**src/rtl/alu_rr_arbiter_if.sv**
```systemverilog
// Request/response bundle between NREQ requesting engines and the shared-ALU arbiter.
// master = requester/consumer side, slave = arbiter side.
interface alu_rr_arbiter_if #(
   parameter int NREQ = 4,
   parameter int IDW  = 2
);
   logic [NREQ-1:0]   req_valid;
   logic [NREQ-1:0]   req_ready;
   logic [NREQ*8-1:0] req_a;
   logic [NREQ*8-1:0] req_b;
   logic [NREQ*4-1:0] req_op;
   logic              resp_valid;
   logic              resp_ready;
   logic [7:0]        resp_data;
   logic              resp_carry;
   logic              resp_err;
   logic [IDW-1:0]    resp_id;

   modport master (
      output req_valid, req_a, req_b, req_op, resp_ready,
      input  req_ready, resp_valid, resp_data, resp_carry, resp_err, resp_id
   );

   modport slave (
      input  req_valid, req_a, req_b, req_op, resp_ready,
      output req_ready, resp_valid, resp_data, resp_carry, resp_err, resp_id
   );
endinterface

```
**src/rtl/alu_rr_arbiter.sv**
```systemverilog
// Round-robin arbiter sharing one 8-bit combinational ALU among NREQ requesters, registered response.
// Optional ALU_ARB_ILLEGAL_OP_EN: ops 4'hE/4'hF are answered with an error instead of executing as add.
module alu_rr_arbiter #(
   parameter int NREQ = 4,
   parameter int IDW  = 2
) (
   input  logic              clk,
   input  logic              rst,
   alu_rr_arbiter_if.slave   bus
);
   localparam int DATA_W = 8;

   typedef enum logic {EMPTY, FULL} state_t;

   state_t            state;
   logic [IDW-1:0]    ptr;
   logic [NREQ-1:0]   grant;
   logic [IDW-1:0]    gnt_idx;
   logic              found;
   logic              can_accept;
   logic              accept;
   logic [IDW-1:0]    ptr_next;
   logic [DATA_W-1:0] op_a;
   logic [DATA_W-1:0] op_b;
   logic [3:0]        op_sel;
   logic [9:0]        alu_res;

   // Returns {err, carry, data}; carry only meaningful for add, divide-by-zero overrides the ALU.
   function automatic logic [9:0] alu_eval(input logic [7:0] a, input logic [7:0] b,
                                           input logic [3:0] sel);
      logic [8:0]  sum;
      logic [15:0] prod;
      logic [7:0]  data;
      logic        carry;
      logic        err;
      sum   = {1'b0, a} + {1'b0, b};
      prod  = a * b;
      data  = sum[7:0];
      carry = 1'b0;
      err   = 1'b0;
      case (sel)
         4'h0: begin data = sum[7:0]; carry = sum[8]; end
         4'h1: data = a - b;
         4'h2: data = prod[7:0];
         4'h3: begin
            if (b == 8'h00) begin
               data = 8'hFF;
               err  = 1'b1;
            end else begin
               data = a / b;
            end
         end
         4'h4: data = {a[6:0], 1'b0};
         4'h5: data = {1'b0, a[7:1]};
         4'h6: data = {a[6:0], a[7]};
         4'h7: data = {a[0], a[7:1]};
         4'h8: data = a & b;
         4'h9: data = a | b;
         4'hA: data = a ^ b;
         4'hB: data = ~(a | b);
         4'hC: data = ~(a & b);
         4'hD: data = ~(a ^ b);
`ifdef ALU_ARB_ILLEGAL_OP_EN
         4'hE, 4'hF: begin data = 8'h00; err = 1'b1; end
`endif
         default: data = sum[7:0];
      endcase
      return {err, carry, data};
   endfunction

   // Search req_valid starting at ptr, wrapping modulo NREQ; first hit wins.
   always_comb begin
      int idx;
      idx     = 0;
      grant   = '0;
      gnt_idx = '0;
      found   = 1'b0;
      for (int k = 0; k < NREQ; k++) begin
         idx = int'(ptr) + k;
         if (idx >= NREQ) idx = idx - NREQ;
         if (!found && bus.req_valid[idx]) begin
            found      = 1'b1;
            grant[idx] = 1'b1;
            gnt_idx    = IDW'(idx);
         end
      end
   end

   assign can_accept    = (state == EMPTY) || bus.resp_ready;
   assign bus.req_ready = (can_accept && !rst) ? grant : '0;
   assign accept        = |bus.req_ready;
   assign ptr_next      = (int'(gnt_idx) == NREQ - 1) ? '0 : gnt_idx + 1'b1;

   always_comb begin
      op_a    = bus.req_a[DATA_W*int'(gnt_idx) +: DATA_W];
      op_b    = bus.req_b[DATA_W*int'(gnt_idx) +: DATA_W];
      op_sel  = bus.req_op[4*int'(gnt_idx) +: 4];
      alu_res = alu_eval(op_a, op_b, op_sel);
   end

   // Response register: loaded on accept, held while the consumer stalls.
   always_ff @(posedge clk) begin
      if (rst) begin
         state          <= EMPTY;
         ptr            <= '0;
         bus.resp_valid <= 1'b0;
         bus.resp_data  <= '0;
         bus.resp_carry <= 1'b0;
         bus.resp_err   <= 1'b0;
         bus.resp_id    <= '0;
      end else begin
         case (state)
            EMPTY:   if (accept) state <= FULL;
            FULL:    if (bus.resp_ready && !accept) state <= EMPTY;
            default: state <= EMPTY;
         endcase
         bus.resp_valid <= accept || ((state == FULL) && !bus.resp_ready);
         if (accept) begin
            ptr            <= ptr_next;
            bus.resp_data  <= alu_res[7:0];
            bus.resp_carry <= alu_res[8];
            bus.resp_err   <= alu_res[9];
            bus.resp_id    <= gnt_idx;
         end
      end
   end
endmodule

```
**src/flat_wrapper.sv**
```systemverilog
// flat-port wrapper written by rule: the top's interface ports become plain ports
module alu_rr_arbiter_flat 
#(
   parameter int NREQ = 4,
   parameter int IDW  = 2
)
  (clk, rst, bus_req_valid, bus_req_a, bus_req_b, bus_req_op, bus_resp_ready, bus_req_ready, bus_resp_valid, bus_resp_data, bus_resp_carry, bus_resp_err, bus_resp_id);
  alu_rr_arbiter_if #(.NREQ(NREQ), .IDW(IDW)) bus_i ();
  input  logic clk;
  input  logic rst;
  input wire logic [$bits(bus_i.req_valid)-1:0] bus_req_valid;
  input wire logic [$bits(bus_i.req_a)-1:0] bus_req_a;
  input wire logic [$bits(bus_i.req_b)-1:0] bus_req_b;
  input wire logic [$bits(bus_i.req_op)-1:0] bus_req_op;
  input wire logic [$bits(bus_i.resp_ready)-1:0] bus_resp_ready;
  output wire logic [$bits(bus_i.req_ready)-1:0] bus_req_ready;
  output wire logic [$bits(bus_i.resp_valid)-1:0] bus_resp_valid;
  output wire logic [$bits(bus_i.resp_data)-1:0] bus_resp_data;
  output wire logic [$bits(bus_i.resp_carry)-1:0] bus_resp_carry;
  output wire logic [$bits(bus_i.resp_err)-1:0] bus_resp_err;
  output wire logic [$bits(bus_i.resp_id)-1:0] bus_resp_id;
  assign bus_i.req_valid = bus_req_valid;
  assign bus_i.req_a = bus_req_a;
  assign bus_i.req_b = bus_req_b;
  assign bus_i.req_op = bus_req_op;
  assign bus_i.resp_ready = bus_resp_ready;
  assign bus_req_ready = bus_i.req_ready;
  assign bus_resp_valid = bus_i.resp_valid;
  assign bus_resp_data = bus_i.resp_data;
  assign bus_resp_carry = bus_i.resp_carry;
  assign bus_resp_err = bus_i.resp_err;
  assign bus_resp_id = bus_i.resp_id;
  alu_rr_arbiter #(.NREQ(NREQ), .IDW(IDW)) u_core (.clk(clk), .rst(rst), .bus(bus_i));
endmodule
```
**config.mk**
```make
export PLATFORM = sky130hd
export DESIGN_NAME = alu_rr_arbiter_flat
export DESIGN_NICKNAME = d
export VERILOG_FILES = /design/src/rtl/alu_rr_arbiter_if.sv /design/src/rtl/alu_rr_arbiter.sv /design/src/flat_wrapper.sv
export SDC_FILE = /design/constraint.sdc
export NUM_CORES = 1
export LEC_CHECK = 0
export BUFFER_PORTS_ARGS = -buffer_cell sky130_fd_sc_hd__buf_4
export CORE_MARGIN = 3
export CORE_UTILIZATION = 40
export DETAILED_ROUTE_END_ITERATION = 16
export GPL_ROUTABILITY_DRIVEN = 0
export GPL_TIMING_DRIVEN = 0
export PLACE_DENSITY_LB_ADDON = 0.3
export SYNTH_ARGS = -nofsm -noshare
export SYNTH_HDL_FRONTEND = slang
export SYNTH_SLANG_ARGS = --single-unit
```
**constraint.sdc**
```tcl
create_clock -name clk -period 13.8 [get_ports clk]
set_clock_uncertainty 0.1 [all_clocks]
set_input_delay 0.69 -clock clk [delete_from_list [all_inputs] [get_ports clk]]
set_output_delay 0.69 -clock clk [all_outputs]
set_load 0.01 [all_outputs]
```
==> results.py <==
metrics = {
    "logic_synthesis": {
        "synth.ff_latch_count": 16,
        "synth-compound-area-share": 0.288,
        "synth_seq_area_share": 0.0500,
        "async_reset_ff_frac": 0,
        "synth_edf_count": 0,
        "synth_mux_area_frac": 0.122,
        "synth-adder-area-share": 0.206,
        "synthDistinctLibCells": 85,
        "synth_top_family_by_area": "compound AO/OA/AOI/OAI gates",
        "netlist_area_um2": 6410,
        "synthDominantCellAreaShare": 0.162,
        "yosysWarnings": 0,
        "synth_area_leaders": "ha_1, mux2i_1, dfxtp_1",
        "synth.avg_cell_area_um2": 7.34,
        "yosys.area_share.xor_xnor": 0.0404,
        "synth_cells": 873,
        "synth_largest_area_cell": "ha_1",
        "synth_nets": 1057,
        "synth-simple-area-share": 0.225,
        "synth_top_cells_by_count": "ha_1, nand2_1, nor2_1, inv_1, a21oi_1",
        "synthFlopType": "dfxtp_1",
    },
    "routing": {
        "remaining_drc_errors": 0,
        "drt_iter0_markers": 729,
        "detail_route.first_pass.iterations": 5,
        "avgRoutedWirePerCell_um": 18.8,
        "routed_wl_um": 23400,
        "ant_nets": 0,
        "vias_per_cell": 6.00,
        "vias": 7490,
    },
    "worst_setup_path": {
        "crit_start": "u_core.ptr[0]",
        "cp.required_ps": 13810,
        "path_common_cell": "o21a_1",
        "max_stage_delay_ps": 580,
        "r2r_setup_slack_ps": 340,
        "cp_max_fo": 10,
        "cp-end-kind": "flip-flop",
        "path_class": "flip-flop to flip-flop",
        "timing.rr.end": "u_core.bus.resp_data[0]",
        "crit_slowest_cell": "mux4_2",
        "r2r_start": "u_core.ptr[0]",
        "crit_arrival_ps": 13470,
        "crit_path_start_kind": "flip-flop",
        "ff2ff_path_depth": 72,
    },
    "global_route": {
        "grt_antenna_before_repair": 0,
        "grt-ovfl-total": 0,
        "grt_pass1_vias": 6829,
        "grt_max_degree": 18,
        "grt_first_pass_wirelength_um": 35800,
        "grt.total_usage": 0.245,
    },
    "clock_tree": {
        "cts_sinks": 16,
        "cts_buffers": 3,
        "clock_latency_ps": 240,
        "clockRootBuffer": "clkbuf_16",
        "ctsLongestPathBuffers": 2,
        "tritoncts": "done",
        "hold_buffers": 0,
        "h-tree-depth": 1,
        "clk_pin_slew_ps": 50,
    },
    "sta": {
        "worstMarginPinSlew_ps": 1150,
        "max_freq_mhz": 74.3,
        "whs_ps": 347,
        "max_slew_margin": 0.225,
        "rsz0062_at_grt": "yes",
        "report.final.setup_viol": 0,
        "finalCriticalPeriod_ps": 13460,
        "drv_slew": 0,
        "hold_viol_final": 0,
        "timing.final.crit_share": 0.975,
    },
    "final_layout": {
        "nNetsFinal": 1223,
        "diodes": 0,
        "multi_input_area_um2": 5980,
        "area_delta_synth_final_pct": 32.1,
        "nFillCells": 1458,
        "regArea_um2": 325,
        "drive_above_1_share": 0.282,
        "stdcell_count": 1249,
    },
    "die": {
        "io_pins": 104,
        "chipWidth_um": 133,
        "dieArea_um2": 17600,
        "rows": 45,
        "core-area_um2": 15400,
        "fp.dieH_um": 133,
        "start_util": 0.416,
    },
    "place": {
        "port-buffer-count": 99,
        "dp_hpwl_um": 17600,
        "dp.cells": 1183,
    },
    "hold_path": {
        "hold_path.class": "flip-flop to flip-flop",
        "whs_path_depth": 2,
        "hold_path_end": "u_core.bus.resp_err",
        "hp-start": "u_core.bus.resp_err",
    },
    "run_status": {
        "status": "completed",
    },
    "run": {
        "cap_violations": 0,
    },
}
## worst max-delay path: cells and delay by family, from the launching register on
kind | cells | cell delay (ps)
buffers and inverters | 7 | 1230
muxes | 5 | 1610
adders and majority gates | 8 | 2200
and+or+nand+nor | 16 | 1730
DFF | 1 | 370
AOI/OAI and AO/OA | 36 | 6040
## registers in the layout, summed over array words and instances, names as in the netlist
name / flops
u_core.bus.resp_data: 8
u_core.bus.resp_id: 2
u_core.ptr: 2
u_core.bus.resp_carry: 1
u_core.bus.resp_err: 1
u_core.bus.resp_valid: 1
u_core.state: 1
## how the worst max path moves through the flow
stage	end	cells past startpoint
floorplan	u_core.bus.resp_data[0]	77
global placement	u_core.bus.resp_data[0]	77
detailed placement	u_core.bus.resp_data[0]	77
CTS	u_core.bus.resp_data[0]	78
global route	u_core.bus.resp_data[0]	74
finish	u_core.bus.resp_data[0]	72
## what timing repair did
item                                    4_1_cts  5_1_grt
gates cloned                                  0        1
pin swaps                                    20       49
gates resized for setup                      54       55
endpoints found under the setup margin        2        1
setup buffers                                27       36
## metrics by stage
step | instance area [um^2] | setup TNS (ps) | util | setup WS, ps
floorplan | 6430 | 0 | - | 68.2
global placement | 7440 | -2960 | 0.482 | -2200
detailed placement | 7440 | -3250 | 0.482 | -2350
CTS | 7950 | 0 | 0.515 | 30.4
global route | 8470 | -247 | 0.549 | -247
finish | 8470 | 0 | 0.549 | 338
## routing by layer
layer,track usage,vias to the layer above,share of wire
met5,0,-,0
met4,0.0525,0,0.023
met3,0.0414,59,0.10
met2,0.389,428,0.44
met1,0.349,3461,0.43
li1,-,3542,-
## kinds of logic after synthesis
logic type                 after synthesis
buffers and inverters                  104
DFF                                     16
AOI/OAI and AO/OA                      260
and+or+nand+nor                        299
muxes                                   69
adders and majority gates               97
xor gates and xnor gates                28
## final cells by class
class,instances,area share
inverter,59,0.0279
multi-input combinational,753,0.706
timing repair buffer,163,0.149
clock buffer,4,0.0105
buffer,43,0.0362
sequential,16,0.0384
tap,211,0.0312
## cell usage in the layout (no fill, tap or decap), drive strengths merged, types with 14 or more instances in the layout
cell type,n
buf,187
a21oi,56
nand2b,21
ha,83
inv,58
xnor2,21
o21a,17
fa,14
nand3,21
nand2,84
a21o,17
o21ai,46
o211ai,21
mux2i,43
nor2,81
nor3,27
dfxtp,16
mux2,21
clkbuf,23
Power is not shown: default switching activity piles up to over one toggle a cycle in this logic, so the estimate is an artifact.
